[config.mk]
export PLATFORM = sky130hd
export DESIGN_NAME = mont_to_plain
export DESIGN_NICKNAME = d
export VERILOG_FILES = /design/src/rtl/mont_to_plain.sv
export SDC_FILE = /design/constraint.sdc
export NUM_CORES = 1
export LEC_CHECK = 0
export CAP_MARGIN = 20
export CORE_MARGIN = 4
export CORE_UTILIZATION = 49
export CTS_BUF_LIST = sky130_fd_sc_hd__clkbuf_8 sky130_fd_sc_hd__clkbuf_16
export DETAILED_ROUTE_END_ITERATION = 10
export PLACE_DENSITY = 0.77
export REMOVE_ABC_BUFFERS = 1
export SLEW_MARGIN = 25
export SYNTH_ARGS = -nofsm -noshare
export SYNTH_HDL_FRONTEND = slang
export SYNTH_SLANG_ARGS = --single-unit
[constraint.sdc]
create_clock -name clk -period 2.8 [get_ports clk]
set_input_delay 0.84 -clock clk [delete_from_list [all_inputs] [get_ports clk]]
set_output_delay 0.84 -clock clk [all_outputs]
set_load 0.005 [all_outputs]
[src/rtl/mont_to_plain.sv]
// mont_to_plain: bit-serial radix-2 Montgomery reduction.
// Converts a Montgomery-domain operand back to plain residue form:
//   result = a_mont * 2^(-BITS) mod N
// Optional build macro: MONT_TO_PLAIN_FINAL_SUB_EN
//   defined   -> extra FINAL state with compare/subtract; accepts a_mont < 2N
//   undefined -> no subtractor, one cycle shorter; requires a_mont < N
// The instantiating level passes the datapath width shared across mod_exp.

module mont_to_plain #(
  parameter int BITS = 32
) (
  input  logic            clk,
  input  logic            rst,
  input  logic            start,
  input  logic [BITS-1:0] a_mont,
  input  logic [BITS-1:0] N,
  output logic            finish,
  output logic [BITS-1:0] result
);

  // Accumulator carries two guard bits: T stays below 2N, so T + N stays
  // below 3N < 2^(BITS+2) and the add never drops a carry.
  localparam int TW = BITS + 2;
  // Counter must hold values up to BITS.
  localparam int CW = (BITS < 2) ? 1 : $clog2(BITS + 1);

`ifdef MONT_TO_PLAIN_FINAL_SUB_EN
  typedef enum logic [1:0] {
    IDLE   = 2'd0,
    REDUCE = 2'd1,
    FINAL  = 2'd2
  } state_t;
`else
  typedef enum logic {
    IDLE   = 1'b0,
    REDUCE = 1'b1
  } state_t;
`endif

  state_t          state_q, state_d;
  logic [TW-1:0]   t_q, t_d;
  logic [BITS-1:0] nq_q, nq_d;
  logic [CW-1:0]   cnt_q, cnt_d;
  logic [BITS-1:0] result_q, result_d;
  logic            finish_q, finish_d;

  // Datapath helpers shared by the next-state logic.
  logic [TW-1:0]   t_sum;
  logic [TW-1:0]   t_half;
  logic            last_iter;
`ifdef MONT_TO_PLAIN_FINAL_SUB_EN
  logic [BITS-1:0] t_diff;
  logic            t_ge_n;
`endif

  // One reduction step: add N when T is odd so the low bit clears, then halve.
  always_comb begin
    t_sum     = t_q + (t_q[0] ? {2'b00, nq_q} : {TW{1'b0}});
    t_half    = t_sum >> 1;
    last_iter = (cnt_q == CW'(BITS - 1));
`ifdef MONT_TO_PLAIN_FINAL_SUB_EN
    // The compare uses the full-width T; the difference only needs the low
    // BITS bits because, when taken, it is always below N.
    t_ge_n    = (t_q >= {2'b00, nq_q});
    t_diff    = t_q[BITS-1:0] - nq_q;
`endif
  end

  // Next-state and output logic; everything holds unless a state says otherwise.
  always_comb begin
    state_d  = state_q;
    t_d      = t_q;
    nq_d     = nq_q;
    cnt_d    = cnt_q;
    result_d = result_q;
    finish_d = 1'b0;

    case (state_q)
      IDLE: begin
        if (start) begin
          t_d     = {2'b00, a_mont};
          nq_d    = N;
          cnt_d   = '0;
          state_d = REDUCE;
        end
      end

      REDUCE: begin
        t_d   = t_half;
        cnt_d = cnt_q + CW'(1);
        if (last_iter) begin
`ifdef MONT_TO_PLAIN_FINAL_SUB_EN
          state_d = FINAL;
`else
          // Without the correction stage the last halving is the answer.
          result_d = t_half[BITS-1:0];
          finish_d = 1'b1;
          state_d  = IDLE;
`endif
        end
      end

`ifdef MONT_TO_PLAIN_FINAL_SUB_EN
      FINAL: begin
        // T < 2N here, so a single conditional subtract fully reduces it.
        result_d = t_ge_n ? t_diff : t_q[BITS-1:0];
        finish_d = 1'b1;
        state_d  = IDLE;
      end
`endif

      default: begin
        state_d = IDLE;
      end
    endcase
  end

  // State register; reset aborts any conversion and clears the result.
  always_ff @(posedge clk) begin
    if (rst) begin
      state_q  <= IDLE;
      t_q      <= '0;
      nq_q     <= '0;
      cnt_q    <= '0;
      result_q <= '0;
      finish_q <= 1'b0;
    end else begin
      state_q  <= state_d;
      t_q      <= t_d;
      nq_q     <= nq_d;
      cnt_q    <= cnt_d;
      result_q <= result_d;
      finish_q <= finish_d;
    end
  end

  assign finish = finish_q;
  assign result = result_q;

endmodule

# == Yosys cells after proc, flatten, opt, wreduce, memory -nomap -nowiden ==
# Index checks and enable logic that the tools add are counted.
# W data, S select, Z words.
# word_totals
reg_bits,106
latch_bits,0
ramBits,0
rom_bits,0
input_bits,67
out_inout_bits,33
elab_cells,23
n_memories,0
# op_classes
addsub,2
multipliers,0
n_div,0
magnitude_cmp,0
eq_ne,2
n_shift,0
n_mux,9
bitwise,1
reduce_logical,3
# ops
cell,n
$pmux W34 S2,1
$add A34 B32 Y34,1
$mux W34,1
$mux W32,1
$pmux W6 S2,1
$add A6 B1 Y6 const B,1
$eq A6 B5 Y1 const B,1
$mux W6,1
$reduce_and A2 Y1,2
$mux W1,3
$ne A2 B2 Y1 const B,1
$pmux W1 S2,1
$reduce_or A2 Y1,1
$not A1 Y1,1

# == Depth between registers and ports, before layout ==
# Gate-level depths: netlist of the first run.
# logic_depth
ltp_word,3
mapped_depth,12
depth_no_buf,10

# == Worst setup path after synthesis of the first run ==
# No wires, ideal clock.
# synth_path
path_kind,reg2reg
from,register t_q[0]
to,register t_q[27]
setup_ns,0.086
arrival_ns,2.710
path_slack_ns,0.005
path_stages_with_launch,12
synth_period_minus_slack_ns,2.795
cell_sequence,dfxtp_1 > clkbuf_1 > and2_1 > fa_1 > a21oi_1 > o211ai_1 > a211oi_1 > or2_2 > o211ai_1 > a221o_2 > xnor2_1 > a211oi_1
# synth_between
elab_chain_cells,3
# synth_rtl
item,line,text
from (decl),41,"logic [TW-1:0] t_q, t_d;"
from (signal assigned),129,t_q <= t_d;
$mux W32,58,"t_sum = t_q + (t_q[0] ? {2'b00, nq_q} : {TW{1'b0}});"
$add A34 B32 Y34 *,58,
$pmux W34 S2 *,78,case (state_q)
# Every way passes the cells marked *; elsewhere a longest branch is shown, timed or not.
# A chain may end at the register's enable or synchronous reset.

# == Worst setup path in the final report of the first run ==
# Ends and elaborated chain as after synthesis.

==> results.yml, run 1 <==
worst_setup_path:
  required_ns: 3.06
  worst-path-buf-inv: 1
  cp_max_fo: 8
  ff2ff_setup_slack_ns: 0.0005
  worstSetupPathType: "reg -> reg"
  cp_data_arrival_time_ns: 3.06
  slowest_stage: "a221o_2"
  cpPeakStageDelay_ns: 0.43
  start_kind: "flop"
  endpoint_kind: "flop"
  path_delay_family: "compound AO/OA/AOI/OAI gates"
  path_cells: "and2_4 > fa_2 > a21oi_2 > o211ai_1 > buf_4 > a211oi_4 > or2_4 > o211ai_1 > a221o_2 > xnor2_1 > a211oi_1"
  cp_common_cell: "o211ai_1"
yosys:
  synth-xor-area-share_pct: 3.544
  syn_area_per_cell_sq_um: 7.855
  ys_ff_latch: 105
  synth_ff_type: "dfxtp_1"
  yosys_warnings: 0
  synth.top_cell.area_share_pct: 35.44
  synth_compound_area_share_pct: 23.69
  synth_most_common_cell: "nand2_1"
  syn_inst: 755
  synth_top_family_by_area: "compound AO/OA/AOI/OAI gates"
  async_reset_ff_share_pct: 0
  synthMuxAreaShare_pct: 4.684
  yosys.area_share.simple_pct: 21.35
  synth_commonest_cells: "nand2_1, dfxtp_1, a21oi_1, nor2_1, clkbuf_1"
  yosysUniqueCellTypes: 60
  synth_area_leaders: "dfxtp_1, a21oi_1, nand2_1"
  synth_edf_count: 0
  netlist_area_sq_um: 5931
  synth_fa_ha_area_share_pct: 7.089
  synth_top_cell_by_area: "dfxtp_1"
  ys_seq_area_share_pct: 35.44
route:
  wl_um: 16790
  drc_errors: 0
  final_antenna_net_count: 0
  drtIter0Drc: 362
  wl_per_cell_um: 16.29
  viasPerCell: 5.604
  drt_first_pass_iters: 5
  via_count: 5778
sta:
  skew_ns: 0.006103
  grt_setup_unrepaired: "yes"
  timing.setup.tns_ns: 0
  fin_crit_ns: 2.800
  setup_viol: 0
  relSlewSlack_pct: 31.69
  fmax_mhz: 357.2
  finalHoldViolCount: 0
  fin_crit_sh_pct: 99.98
  worst_pin_slew_ns: 1.025
  slew_viol_final: 0
clock_tree:
  clock_latency_ns: 0.35
  postCtsHoldBufs: 0
  cts_sinks: 105
  cts.clk_slew.worst_paths_ns: 0.07
  cts_tree: "built"
  clockRootBuffer: "clkbuf_16"
  htreeDepth: 3
  cts_buffer_depth: 2
  cts_buffers: 9
pwr:
  p_total_uw: 3535
  p_leak_uw: 0.003117
  p_per_area_nw_per_um2: 434.1
  ir_drop_mv: 0.4321
place:
  gp_congestion: 0.9257
  portBuffers: 99
  hpwl_um: 11890
  placed_cells_incl_taps: 1008
finish:
  fillers: 934
  layout.nets: 985
  drive_gt1_share_pct: 17.23
  area_growth_pct: 37.30
  stdcell_count: 1031
  fin_util_pct: 70.11
  antenna_cells: 0
global_route:
  grt_max_degree: 96
  grt_pass1_wl_um: 27080
  overflow: 0
  grt_use_total_pct: 23.23
  grt_pass1_vias: 5703
  antenna_found_initial: 0
floorplan:
  dieArea_sq_um: 13930
  io_pins: 100
  fp.dieW_um: 118.0
  die_y_um: 118.0
  initial_utilization_pct: 51.07
  core_region_area_sq_um: 11610
  num_rows: 39
run:
  maxCapViolations: 0
worst_hold_path:
  hold_path.class: "reg -> reg"
outcome:
  status: "complete, no violations"
==> power breakdown <==
part	internal, uW	switching [uW]	total, uW
Sequential	1560	52.3	1610
Combinational	301	309	610
Clock	767	543	1310
Total	2630	904	3530
==> stage by stage <==
step / setup slack, ns / hold slack [ns] / area, sq um
floorplan: -0.7165 / 0.4257 / 5749
global placement: -0.1179 / 0.4414 / 7360
detailed placement: -0.1837 / 0.4433 / 7360
CTS: 0.006564 / 0.4525 / 7754
global route: -0.09110 / 0.4701 / 8143
finish: 0.0004721 / 0.4513 / 8143
==> cells in the final DEF (no fill, tap or decap), drive strengths merged, types with 4 or more instances in the layout <==
cell type / n
o21a: 4
mux2: 6
and3: 4
buf: 69
clkbuf: 9
dfxtp: 105
or3: 6
o211ai: 7
a21oi: 102
nor2b: 8
nor2: 54
nand3: 14
a21o: 7
a211oi: 33
o31ai: 5
inv: 18
o21ai: 36
nand4: 7
nor3: 8
clkdlybuf4s50: 97
xor2: 7
nand2: 133
ha: 32
and2: 34
mux2i: 21
xnor2: 17
==> worst register-to-register path: cells and delay by family, from the launching register on <==
kind / cells / cell delay, ns
xor+xnor: 1 / 0.14
buf+inv: 1 / 0.16
flops: 1 / 0.38
fa+ha+maj: 1 / 0.37
compound gates: 6 / 1.34
simple gates: 2 / 0.33
==> cells by family after synthesis <==
logic type	count (synthesis)
compound gates	222
xor+xnor	24
flops	105
fa+ha+maj	33
buf+inv	65
simple gates	279
mux	27
==> path summary, 6_finish.rpt <==
check                             endpoint  depth (start not counted)        from
worst min register to register  result[20]                          2  result[20]
worst min-delay path            result[20]                          2  result[20]
worst max-delay path               t_q[27]                         11      t_q[0]
worst max register to register     t_q[27]                         11      t_q[0]
==> sequential cells by signal (all words and copies together) (netlist names) <==
register / count
cnt_q: 6
state_q: 1
result: 32
nq_q: 32
finish: 1
t_q: 33
==> final cells by class <==
cell class	count	area, sq um	share of cell area (%)
Sequential cell	105	2106	25.86
Clock buffer	9	225.2	2.766
Clock inverter	5	73.82	0.9066
Inverter	18	67.56	0.8297
Multi-Input combinational cell	585	3979	48.86
Tap cell	143	178.9	2.197
Timing Repair Buffer	166	1513	18.58
==> metal layers <==
layer,global-route usage [%],vias up,wire length (um)
li1,-,2904,-
met1,28.37,2711,7612
met2,41.07,137,8181
met3,4.805,26,692
met4,6.886,0,304
met5,0,-,0
==> timing repair <==
item	CTS	global route
gates resized for setup	18	57
hold endpoints to repair	0	0
endpoints found under the setup margin	23	24
buffers inserted	0	9
pin swaps	5	25
No activity file was read; power rests on OpenSTA's default activity.
==> run 2: changes to the inputs <==
--- a/config.mk
+++ b/config.mk
@@ -6,11 +6,10 @@
 export NUM_CORES = 1
 export LEC_CHECK = 0
 export CAP_MARGIN = 20
-export CORE_MARGIN = 4
-export CORE_UTILIZATION = 49
+export CORE_UTILIZATION = 42
 export CTS_BUF_LIST = sky130_fd_sc_hd__clkbuf_8 sky130_fd_sc_hd__clkbuf_16
 export DETAILED_ROUTE_END_ITERATION = 10
-export PLACE_DENSITY = 0.77
+export PLACE_DENSITY = 0.68
 export REMOVE_ABC_BUFFERS = 1
 export SLEW_MARGIN = 25
 export SYNTH_ARGS = -nofsm -noshare
==> results.yml, run 2 (synthesized netlist as in run 1, its figures left out) <==
finish:
  drive_gt1_share_pct: 15.57
  antenna_cells: 0
  top_register: "t_q"
  layout.nets: 964
  largest_register_ffs: 33
  area_growth_pct: 34.64
  final_common_cell: "nand2_1"
  layout_common_cells: "nand2_1, dfxtp_1, clkdlybuf4s50_1"
global_route:
  grt_max_degree: 96
  overflow: 0
  antenna_found_initial: 0
  grt_pass1_wl_um: 26460
  grt_pass1_vias: 5522
  grt_use_total_pct: 23.04
floorplan:
  fp.dieW_um: 120.8
  io_pins: 100
  dieArea_sq_um: 14600
  core_region_area_sq_um: 13830
  num_rows: 43
  die_y_um: 120.8
  initial_utilization_pct: 42.89
sta:
  slew_viol_final: 0
  fin_crit_sh_pct: 97.42
  finalHoldViolCount: 0
  setup_ws_ns: 0.07221
  setup_viol: 0
  fmax_mhz: 366.6
  worst_pin_slew_ns: 0.6785
  relSlewSlack_pct: 54.63
  grt_setup_unrepaired: "yes"
  skew_ns: 0.007476
  fin_crit_ns: 2.728
  holdWs_ns: 0.4522
worst_setup_path:
  ff2ff_setup_slack_ns: 0.07
  required_ns: 3.09
  rr_startpoint: "t_q[0]"
  cp_max_fo: 20
  slowest_stage: "dfxtp_4"
  r2r-end: "result[22]"
  path_cells: "buf_12 > and2_4 > ha_4 > buf_4 > nand4_1 > buf_4 > nor3_4 > o211ai_1 > buf_4 > a21oi_4 > o21bai_1 > and3b_1 > or3_1 > a21oi_1"
  worst-path-buf-inv: 4
  cp_common_cell: "buf_4"
  cp_data_arrival_time_ns: 3.01
  rr_worst_depth: 14
  worstSetupPathType: "reg -> reg"
  cpPeakStageDelay_ns: 0.38
  endpoint_kind: "flop"
  start_kind: "flop"
  path_delay_family: "simple AND/OR/NAND/NOR gates"
  crit_start: "t_q[0]"
route:
  via_count: 5745
  wl_um: 16870
  drtIter0Drc: 343
  drt_first_pass_iters: 5
  final_antenna_net_count: 0
  drc_errors: 0
  viasPerCell: 5.487
  wl_per_cell_um: 16.11
clock_tree:
  cts.clk_slew.worst_paths_ns: 0.07
  clock_latency_ns: 0.36
  cts_buffer_depth: 2
  cts_buffers: 9
  cts_sinks: 105
  cts_tree: "built"
  clockRootBuffer: "clkbuf_16"
  postCtsHoldBufs: 0
  htreeDepth: 3
pwr:
  p_per_area_nw_per_um2: 420.3
  p_total_uw: 3356
  p_leak_uw: 0.003018
  ir_drop_mv: 0.2763
place:
  dp_slack_ns: -0.1318
  gp_congestion: 0.8703
  hpwl_um: 11470
  portBuffers: 99
run:
  maxCapViolations: 0
worst_hold_path:
  hold_start: "result[18]"
  whs_endpoint: "result[18]"
  hold_path.class: "reg -> reg"
  holdPathStages: 2
outcome:
  status: "complete, no violations"
[run 2: cell count changes in the layout (fill, tap and decap cells not counted), sizes merged]
cell / change
clkinvlp: +1
clkinv: +1
buf: -21
bufinv: -2
[run 2: area by class of cell]
cell class              instances  area, sq um
inverters                      18        67.56
repair buffers                145         1364
clock buffers                   9        225.2
fillers                      1222         5842
multi-input cells             585         3971
flip-flops and latches        105         2106
clock inverters                 5        26.28
well taps                     180        225.2
[run 2: worst max-delay path by stage]
| stage | to | cells past startpoint |
|---|---|---|
| finish | result[22] | 14 |
| global route | result[22] | 14 |
| CTS | t_q[27] | 10 |
| detailed placement | result[31] | 11 |
| global placement | result[31] | 12 |
| floorplan | result[30] | 6 |
[run 2: what timing repair did]
item / in CTS / in global routing
pin swaps: 3 / 14
endpoints found under the setup margin: 23 / 28
setup buffers: 0 / 7
gates resized for setup: 21 / 51
[run 2: where the power goes]
part	total [uW]	internal (uW)	switching (uW)
sequential	1610	1560	50.1
clock	1140	585	554
combinational	605	292	313
total	3360	2440	917
[run 2: worst min-delay path, stage by stage, from the launching register on]
cell	delay, ns
dfxtp_1	0.31
nand2_1	0.05
a21oi_1	0.05
[run 2: layer usage]
layer	GRT usage, %	share of wire [%]	wire [um]	up-vias
met5	0	0	0	-
met4	11.11	2.0	335	0
met3	3.538	4.2	702	28
met2	38.29	49	8285	134
met1	29.00	45	7545	2715
li1	-	-	-	2868
[run 2: per-stage QoR]
stage          utilization, %  area, sq um  cells  TNS [ns]
6_report                57.75         7985   1047         0
5_1_grt                 57.75         7985   1047   -0.1160
4_1_cts                 55.33         7651   1040         0
3_5_place_dp            52.71         7288   1026    -1.419
3_3_place_gp            52.71         7288   1026   -0.4150
2_1_floorplan               -         5749    708    -22.47
